$ cat src/rtl/seq1011_pkg.sv
// Shared definitions for the 1011-sync serial link (transmitter and detector).
package seq1011_pkg;

    typedef enum logic [1:0] {
        IDLE = 2'd0,
        PRE  = 2'd1,
        DATA = 2'd2,
        GAP  = 2'd3
    } state_t;

    localparam int unsigned SYNC_W = 4;
    localparam logic [SYNC_W-1:0] SYNC_PATTERN = 4'b1011;

    function automatic int unsigned max3(input int unsigned a, input int unsigned b,
                                         input int unsigned c);
        int unsigned m;
        m = (a > b) ? a : b;
        return (m > c) ? m : c;
    endfunction

endpackage

$ cat src/rtl/seq1011_frame_tx.sv
// Serial frame transmitter: sync preamble, then payload MSB first, then guard zeros.
// One word accepted per valid/ready handshake while idle.
module seq1011_frame_tx
    import seq1011_pkg::*;
#(
    parameter int unsigned        DATA_W   = 8,
    parameter int unsigned        PRE_W    = SYNC_W,
    parameter logic [PRE_W-1:0]   PREAMBLE = PRE_W'(SYNC_PATTERN),
    parameter int unsigned        GAP_BITS = 2
) (
    input  logic              clk,
    input  logic              rst,
    input  logic              in_valid,
    output logic              in_ready,
    input  logic [DATA_W-1:0] in_data,
    output logic              dout,
    output logic              dout_valid,
    output logic              frame_done,
    output logic              busy
);

    localparam int unsigned FRAME_W = PRE_W + DATA_W;
    localparam int unsigned MAX_LEN = max3(PRE_W, DATA_W, GAP_BITS);
    localparam int unsigned CNT_W   = $clog2(MAX_LEN + 1);

    state_t               state_q, state_d;
    logic [CNT_W-1:0]     cnt_q, cnt_d;
    logic [FRAME_W-1:0]   sh_q, sh_d;
    logic                 dout_q, dout_d;
    logic                 dout_valid_q, dout_valid_d;
    logic                 frame_done_q, frame_done_d;

    always_ff @(posedge clk or posedge rst) begin
        if (rst) begin
            state_q      <= IDLE;
            cnt_q        <= '0;
            sh_q         <= '0;
            dout_q       <= 1'b0;
            dout_valid_q <= 1'b0;
            frame_done_q <= 1'b0;
        end else begin
            state_q      <= state_d;
            cnt_q        <= cnt_d;
            sh_q         <= sh_d;
            dout_q       <= dout_d;
            dout_valid_q <= dout_valid_d;
            frame_done_q <= frame_done_d;
        end
    end

    // Preamble and payload share one shift register; its MSB is the next serial bit.
    always_comb begin
        state_d      = state_q;
        cnt_d        = cnt_q;
        sh_d         = sh_q;
        dout_d       = 1'b0;
        dout_valid_d = 1'b0;
        frame_done_d = 1'b0;

        unique case (state_q)
            IDLE: begin
                if (in_valid) begin
                    sh_d    = {PREAMBLE, in_data};
                    cnt_d   = '0;
                    state_d = PRE;
                end
            end
            PRE: begin
                sh_d = sh_q << 1;
                if (cnt_q == CNT_W'(PRE_W - 1)) begin
                    cnt_d   = '0;
                    state_d = DATA;
                end else begin
                    cnt_d = cnt_q + CNT_W'(1);
                end
            end
            DATA: begin
                sh_d = sh_q << 1;
                if (cnt_q == CNT_W'(DATA_W - 1)) begin
                    cnt_d   = '0;
                    state_d = (GAP_BITS == 0) ? IDLE : GAP;
                end else begin
                    cnt_d = cnt_q + CNT_W'(1);
                end
            end
            GAP: begin
                if (cnt_q == CNT_W'(GAP_BITS - 1)) begin
                    cnt_d   = '0;
                    state_d = IDLE;
                end else begin
                    cnt_d = cnt_q + CNT_W'(1);
                end
            end
            default: begin
                cnt_d   = '0;
                state_d = IDLE;
            end
        endcase

        // Registered outputs describe the cycle the next state covers.
        if ((state_d == PRE) || (state_d == DATA)) begin
            dout_d       = sh_d[FRAME_W-1];
            dout_valid_d = 1'b1;
        end
        frame_done_d = (state_d == DATA) && (cnt_d == CNT_W'(DATA_W - 1));
    end

    assign in_ready   = (state_q == IDLE);
    assign busy       = (state_q != IDLE);
    assign dout       = dout_q;
    assign dout_valid = dout_valid_q;
    assign frame_done = frame_done_q;

endmodule

$ cat config.mk
export PLATFORM = sky130hd
export DESIGN_NAME = seq1011_frame_tx
export DESIGN_NICKNAME = d
export VERILOG_FILES = /design/src/rtl/seq1011_pkg.sv /design/src/rtl/seq1011_frame_tx.sv
export SDC_FILE = /design/constraint.sdc
export NUM_CORES = 1
export LEC_CHECK = 0
export CORE_MARGIN = 2
export CORE_UTILIZATION = 50
export DETAILED_ROUTE_END_ITERATION = 8
export PLACE_DENSITY = 0.72
export SKIP_CTS_REPAIR_TIMING = 1
export SYNTH_ARGS = -nofsm -noshare
export SYNTH_HDL_FRONTEND = slang
export SYNTH_SLANG_ARGS = --single-unit
$ cat constraint.sdc
create_clock -name clk -period 2.7 [get_ports clk]
set_input_delay 0.27 -clock clk [delete_from_list [all_inputs] [get_ports clk]]
set_output_delay 0.27 -clock clk [all_outputs]
set_load 0.02 [all_outputs]
## After elaboration in Yosys (flattened, before gate mapping)

Cells that the tools add are included.

| cells by class | value |
|---|---|
| add/sub/neg operators | 1 |
| multiply operators | 0 |
| divide/modulo/power cells | 0 |
| order comparisons | 0 |
| equal/unequal tests | 10 |
| shifts and indexed selects | 0 |
| muxes and demuxes | 14 |
| bitwise gates (word level) | 0 |
| reductions and logical operators | 7 |

Operators with widths:

| cell | count |
|---|---|
| $pmux W12 S2 | 1 |
| $mux W4 | 4 |
| $pmux W4 S4 | 1 |
| $mux W12 | 1 |
| $eq A4 B3 Y1 const B | 2 |
| $mux W2 | 4 |
| $pmux W2 S4 | 1 |
| $eq A2 B2 Y1 const B | 3 |
| $add A4 B1 Y4 const B | 1 |
| $eq A2 B1 Y1 const B | 2 |
| $eq A4 B1 Y1 const B | 1 |
| $eq A4 B2 Y1 const B | 1 |
| $reduce_bool A2 Y1 | 2 |
| $logic_not A2 Y1 | 1 |
| $mux W1 | 2 |
| $ne A2 B2 Y1 const B | 1 |
| $reduce_and A2 Y1 | 1 |
| $reduce_or A2 Y1 | 1 |
| $logic_and A1 B1 Y1 | 1 |
| $logic_or A1 B1 Y1 | 1 |

| storage, ports and cells | value |
|---|---|
| flip-flop bits (word level) | 21 |
| bits in latches | 0 |
| bits in writable memories | 0 |
| bits in read-only memories | 0 |
| input port bits | 11 |
| output and inout bits | 5 |
| word-level logic and storage cells | 39 |
| memories | 0 |

## Depth between registers and ports, before layout

Gate-level depths: netlist of the first run.

| logic depth | value |
|---|---|
| depth after elaboration | 6 |
| gate-level depth with buffers | 10 |
| depth with buffers taken out | 9 |

## Worst setup path after synthesis of the first run

No wires, ideal clock.

| timing | value |
|---|---|
| path type | register to register |
| start | register state_q[0] |
| end | register dout_q, in the netlist dout |
| setup time | 0.119 ns |
| arrival time | 2.088 ns |
| path slack | 0.493 ns |
| stages on the path, launching flop included | 11 |
| period minus slack after synthesis | 2.207 ns |
| path through | dfrtp_1 > inv_1 > ha_1 > clkbuf_1 > buf_2 > buf_2 > o21ai_0 > o31a_1 > ha_1 > inv_1 > and2_1 |

| between the ends | value |
|---|---|
| word-level cells in the longest chain between the ends | 5 |
| elaborated cells between the ends (all ways) | 15 |
| those cells by class | 5 x eq/ne; 7 x mux; 3 x reduce/logical |

RTL lines:

| what | RTL line | RTL |
|---|---|---|
| from (decl) | seq1011_frame_tx.sv:26 | `state_t state_q, state_d;` |
| from (signal assigned) | seq1011_frame_tx.sv:42 | `state_q <= state_d;` |
| $logic_not A2 Y1 * | -- |  |
| net in_ready | seq1011_frame_tx.sv:14 | `output logic in_ready,` |
| $pmux W2 S4 * | seq1011_frame_tx.sv:60 | `unique case (state_q)` |
| net state_d[1] | seq1011_frame_tx.sv:26 |  |
| $eq A2 B1 Y1 or $eq A2 B2 Y1 (tied branches) | seq1011_frame_tx.sv:101 | `if ((state_d == PRE) \|\| (state_d == DATA)) begin` |
| $logic_or A1 B1 Y1 * | seq1011_frame_tx.sv:101 |  |
| $mux W1 * | seq1011_frame_tx.sv:101 |  |
| net dout_d | seq1011_frame_tx.sv:29 | `logic dout_q, dout_d;` |
| to (signal assigned) | seq1011_frame_tx.sv:45 | `dout_q <= dout_d;` |
| to (decl) | seq1011_frame_tx.sv:29 |  |

The timed path passes the listed nets; every way through them passes the cells marked *.
A chain may end at the register's enable or synchronous reset.

## Worst setup path after layout of the first run

| timing | value |
|---|---|
| start | register state_q[0] |
| end | output busy |

| between the ends | value |
|---|---|
| word-level cells in the longest chain between the ends | 1 |

RTL lines:

| what | RTL line | RTL |
|---|---|---|
| $reduce_bool A2 Y1 | seq1011_frame_tx.sv:109 | `assign busy = (state_q != IDLE);` |
| to (decl) | seq1011_frame_tx.sv:19 | `output logic busy` |

No other way between the ends.

==> run summary, run 1 <==
Status: finished, final reports clean
Most common cell after layout, fill and taps aside: dfrtp_1
Clock Sinks: 21
Peak fanout along the critical path: 12
Total gr overflow: 0
Largest net degree at the start of global routing: 22
Critical path arrival: 2000 ps
First-pass GRT wire length: 3933 µm
Clk_skew: 3.022 ps
Adder-cell share of the synthesized area: 7.527%
Mapped Cells: 124
Post-synth top area cell: dfrtp_1
Clock transition at the registers of the reported paths: 110 ps
Startpoint types: register
Iter 0 DRT Violations: 29
Worst vdd ir: 0.7001 mV
Top-area cell type share of the netlist area: 45.16%
RD Place Congestion: 0.8089
Post-synth cell types: 32
# IOs: 16
Synth Area in Compound Gates: 24.09%
CP required: 2430 ps
Setup TNS: 0 ps
Htree depth: 1
CTS root buf: clkbuf_4
Power Total: 1.564 mW
Ratio of cells with drive above 1 in the final layout: 7.246%
Synth top area cells: dfrtp_1 45%, ha_1 7.5%, nand2_1 6.5%, a22oi_1 4.5%, o21ai_0 4.3%
Post-Syn Area: 1164 µm²
Vias: 931
Critical Path Sink Type: primary output
IO Port Bufs: 15
CP Class: reg -> out
# diodes: 0
Slew Viols, Final: 0
Die width: 52.24 µm
Simple logic cell fraction of the synthesized area: 17.42%
Lkg Pwr: 0.6232 nW
Initial Util: 52.60%
FP Rows: 17
Post-DRT Antenna Nets: 0
GR peak layer: met2
Maximum root-to-sink buffer count: 2
Final Hold Viols: 0
Die footprint: 2729 µm²
FILL cells: 204
Vias per cell: 5.608
Worst min-delay path class: in -> async
Final min period: 2265 ps
CTS tree: built
Worst-Skew Late Latency: 300 ps
DRC: 0
Routed WL: 2214 µm
Largest family of logic cells by synthesized area: compound AO/OA/AOI/OAI gates
Met3 Use GR: 1.714%
FF/Latch Area: 525.5 µm²
RSZ-0062 raised after global routing: false
Gr usage total: 19.61%
Mean post-synth cell area: 9.384 µm²
Syn_nets: 142
Area Overhead vs Synth: 16.77%
Tightest Pin Transition: 778.3 ps
M1 GR Usage: 24.77%
Hold slack final: 396.2 ps
Die height: 52.24 µm
Post-synthesis mux area share: 0%
Power per cell area: 1151 nW/µm²
Routed WL per cell: 13.34 µm
Relative slew slack: 48.06%
Vias in the first global route: 889
Cts bufs inserted: 3
Fraction of synthesized cell area in xor and xnor cells: 0.7527%
Pre-Repair DR Iteration Count: 4
Sequential area share after synthesis: 45.16%
Layout Nets: 157
Initial antenna violation count: 0
M2 GR Usage: 34.60%
Area of the core: 2212 µm²
Setup violators final: 0
Period utilization: 83.91%
Commonest cells after routing, fill and taps aside: 21 x dfrtp_1, 20 x nand2_1, 15 x clkdlybuf4s50_1, 10 x o21ai_0, 9 x inv_1
Area occupied by multi-input gates: 579.3 µm²
Ys Warns: 0
Synthesized flop and latch total: 21
HPWL after DPL: 1646 µm
Max-cap violations: 0
Peak Freq: 0.4414 GHz
-- worst max-delay path, cell delays in order, from the launching register on --
cell             delay [ps]
dfrtp_1                 450
inv_1                   120
ha_1                    420
inv_1                   140
clkdlybuf4s50_1         560
-- per-stage QoR --
step / setup slack (ps) / util, % / cell area [µm²] / instances
floorplan: 492.9 / - / 1164 / 124
global placement: 719.5 / 60.18 / 1331 / 162
detailed placement: 657.0 / 60.18 / 1331 / 162
CTS: 429.2 / 61.43 / 1359 / 166
global route: 326.5 / 61.43 / 1359 / 166
finish: 434.5 / 61.43 / 1359 / 166
-- power by group --
part	total (mW)	leakage (nW)	internal, mW	switching, mW
Combinational	0.882	0.341	0.376	0.506
Sequential	0.533	0.265	0.450	0.0831
Clock	0.150	0.0177	0.0553	0.0944
Total	1.56	0.623	0.881	0.683
-- routing by layer --
| layer | vias up | routed length (µm) |
|---|---|---|
| li1 | 467 | - |
| met1 | 445 | 983 |
| met2 | 14 | 1133 |
| met3 | 5 | 59 |
| met4 | 0 | 38 |
| met5 | - | 0 |
-- worst paths after layout --
| path | from | to | slack, ps | cells past startpoint |
|---|---|---|---|---|
| min in group clk | sh_q[8]$_DFFE_PP0P_ | sh_q[8]$_DFFE_PP0P_ | 490 | 1 |
| worst max register to register | state_q[0]$_DFF_PP0_ | dout$_DFF_PP0_ | 620 | 8 |
| worst max-delay path | state_q[0]$_DFF_PP0_ | busy | 430 | 4 |
| worst min-delay path | rst | sh_q[0]$_DFFE_PP0P_ | 400 | 2 |
| max in group asynchronous | rst | sh_q[10]$_DFFE_PP0P_ | 1820 | 2 |
| worst min register to register | sh_q[8]$_DFFE_PP0P_ | sh_q[8]$_DFFE_PP0P_ | 490 | 1 |
-- flip-flops by register name, summed over array words and instances, names as in the netlist --
register / cells
dout_valid: 1
dout: 1
sh_q: 12
state_q: 2
frame_done: 1
cnt_q: 4
-- kinds of logic (layout without fill, tap and decap cells) --
kind of cell,Yosys count,count (layout)
compound gates,39,39
xor+xnor,1,1
fa+ha+maj,7,7
buf+inv,15,29
flops,21,21
simple gates,41,41
-- cells in the mapped netlist --
library cell  instances
a21oi_1               5
xor2_1                1
nand2_1              20
o22ai_1               3
inv_1                 9
and2_1                1
o32ai_1               1
o31ai_1               1
a21o_1                2
o2111ai_1             2
o2111a_2              1
o21bai_1              1
clkbuf_1              4
ha_1                  7
o21ai_0              10
o22a_1                1
o31ai_4               1
nand3_1               2
o21ai_2               1
dfrtp_1              21
nand3b_1              4
or2_2                 1
nor2_1                5
and3b_1               1
a22oi_1               7
and4b_1               1
o31a_1                1
nand2b_1              4
buf_2                 2
nor2b_1               2
a31o_2                1
a2bb2oi_1             1
-- cell type report --
type / count / share of cell area [%]
Sequential cell: 21 / 38.67
Clock inverter: 1 / 0.3683
Multi-Input combinational cell: 88 / 42.63
Inverter: 9 / 2.486
Timing Repair Buffer: 16 / 11.60
Clock buffer: 3 / 1.657
Tap cell: 28 / 2.578
No activity file was read; power rests on OpenSTA's default activity.
==> inputs of run 2 (changes only) <==
==> constraint.sdc (replaced) <==
create_clock -name clk -period 2.2 [get_ports clk]
set_input_delay 0.22 -clock clk [delete_from_list [all_inputs] [get_ports clk]]
set_output_delay 0.22 -clock clk [all_outputs]
set_load 0.02 [all_outputs]
==> run 2 against run 1 <==
Effect of this change:
- register-to-register slack worse by 450 ps
- routed wire length is 8.6% higher
- largest power group unchanged
- core utilization is 0.34 points higher
- die area stayed put
- sequential power is 22% higher
- clock skew is 9.3 ps higher
- cell count is 0.60% higher
- sequential share of layout area is 0.21 points lower
- global-route usage is 1.2 points higher
- via count is 2.1% higher
- worst hold slack worse by 44 ps
==> run summary, run 2 (synthesis gave the netlist of run 1 again) <==
Placed Instances: 163 (was 162)
Tightest Pin Transition: 818.0 ps (was 778.3 ps)
First-pass GRT wire length: 4091 µm (was 3933 µm)
R2r setup slk: 170 ps (was 620 ps)
FP Rows: 17 (unchanged)
Die height: 52.24 µm (unchanged)
Clk_skew: 12.32 ps (was 3.022 ps)
Routed WL per cell: 14.40 µm (was 13.34 µm)
Layout Nets: 158 (was 157)
Met3 Use GR: 3.714% (was 1.714%)
End of the critical path: busy (unchanged)
Most common cell after layout, fill and taps aside: dfrtp_1 (unchanged)
Final worst setup slack: 90.80 ps (was 434.5 ps)
Max-cap violations: 0 (unchanged)
Slew Viols, Final: 0 (unchanged)
RD Place Congestion: 0.7999 (was 0.8089)
DRC: 0 (unchanged)
Largest net degree at the start of global routing: 22 (unchanged)
Critical Path Sink Type: primary output (unchanged)
M1 GR Usage: 24.30% (was 24.77%)
Startpoint types: register (unchanged)
DP Area: 1339 µm² (was 1331 µm²)
Crit. Startpoint: state_q[0]$_DFF_PP0_ (unchanged)
Setup TNS: 0 ps (unchanged)
Vias per cell: 5.695 (was 5.608)
R2R depth: 8 (unchanged)
GR peak layer: met2 (unchanged)
Die footprint: 2729 µm² (unchanged)
Non-filler cells in the finished layout: 167 (was 166)
Area Overhead vs Synth: 17.42% (was 16.77%)
Worst min-delay path class: in -> async (unchanged)
R2R Path Start: state_q[0]$_DFF_PP0_ (unchanged)
Gr usage total: 20.86% (was 19.61%)
CP Class: reg -> out (unchanged)
Initial antenna violation count: 0 (unchanged)
Die width: 52.24 µm (unchanged)
Htree depth: 1 (unchanged)
Worst vdd ir: 0.7490 mV (was 0.7001 mV)
Vias in the first global route: 961 (was 889)
# IOs: 16 (unchanged)
# diodes: 0 (unchanged)
Status: finished, final reports clean (unchanged)
Vias: 951 (was 931)
Non-Filler Cell Area, Final: 1366 µm² (was 1359 µm²)
Ratio of cells with drive above 1 in the final layout: 7.914% (was 7.246%)
Final Hold Viols: 0 (unchanged)
Power Total: 1.966 mW (was 1.564 mW)
Clock Sinks: 21 (unchanged)
Dpl ws: 214.9 ps (was 657.0 ps)
Pre-Repair DR Iteration Count: 4 (unchanged)
Clock transition at the registers of the reported paths: 130 ps (was 110 ps)
Post-DRT Antenna Nets: 0 (unchanged)
RSZ-0062 raised after global routing: false (unchanged)
Total gr overflow: 0 (unchanged)
HPWL after DPL: 1749 µm (was 1646 µm)
Cts bufs inserted: 3 (unchanged)
Initial Util: 52.60% (unchanged)
CTS root buf: clkbuf_4 (unchanged)
Relative slew slack: 45.41% (was 48.06%)
Lkg Pwr: 0.6281 nW (was 0.6232 nW)
Setup violators final: 0 (unchanged)
Max reg flops: 12 (unchanged)
Final min period: 2109 ps
Maximum root-to-sink buffer count: 2 (unchanged)
Period utilization: 95.87%
Area of the core: 2212 µm² (unchanged)
Peak Freq: 0.4741 GHz
Peak fanout along the critical path: 6 (was 12)
Critical path arrival: 1890 ps (was 2000 ps)
M2 GR Usage: 36.29% (was 34.60%)
Routed WL: 2405 µm (was 2214 µm)
Hold slack final: 352.1 ps (was 396.2 ps)
Largest regs: sh_q (12), cnt_q (4), state_q (2) (unchanged)
CP required: 1980 ps (was 2430 ps)
Worst-Skew Late Latency: 320 ps (was 300 ps)
Most flop-heavy register: sh_q (unchanged)
CTS tree: built (unchanged)
IO Port Bufs: 15 (unchanged)
Commonest cells after routing, fill and taps aside: 21 x dfrtp_1, 20 x nand2_1, 15 x clkdlybuf4s50_1, 10 x o21ai_0, 9 x inv_1 (unchanged)
Iter 0 DRT Violations: 17 (was 29)
Reg2Reg Capture Point: dout$_DFF_PP0_ (unchanged)
Final core occ: 61.76% (was 61.43%)
Power per cell area: 1439 nW/µm² (was 1151 nW/µm²)
run 2: cell types whose count changed in the layout (fill, tap and decap cells not counted):
cell / delta
buf_4: +1
run 2: layout make-up:
class                   count  area (µm²)
fillers                   195       845.8
multi-input cells          88       579.3
flip-flops and latches     21       525.5
repair buffers             17       165.2
well taps                  28       35.03
inverters                   9       33.78
clock buffers               3       22.52
clock inverters             1       5.005
run 2: worst min path at each step:
stage                                     end  cells past startpoint
after floorplan            cnt_q[0]$_DFF_PP0_                      1
after global placement    sh_q[8]$_DFFE_PP0P_                      1
after detailed placement  sh_q[8]$_DFFE_PP0P_                      1
after CTS                 sh_q[2]$_DFFE_PP0P_                      2
after global routing       cnt_q[3]$_DFF_PP0_                      2
final                     sh_q[2]$_DFFE_PP0P_                      2
run 2: worst max-delay path: stages, from the launching register on:
cell,delay [ps]
dfrtp_1,440
inv_1,110
ha_1,290
inv_1,130
clkdlybuf4s50_1,610
run 2: routing by layer:
metal  share of wire (%)  wire [µm]
met2                  50       1194
met1                  46       1101
met5                   0          0
met4                 2.1         51
met3                 2.4         58
run 2: where the power goes:
group / total, mW / internal [mW] / switching [mW]
clock network: 0.196 / 0.0681 / 0.128
logic: 1.12 / 0.476 / 0.643
registers: 0.651 / 0.551 / 0.0999
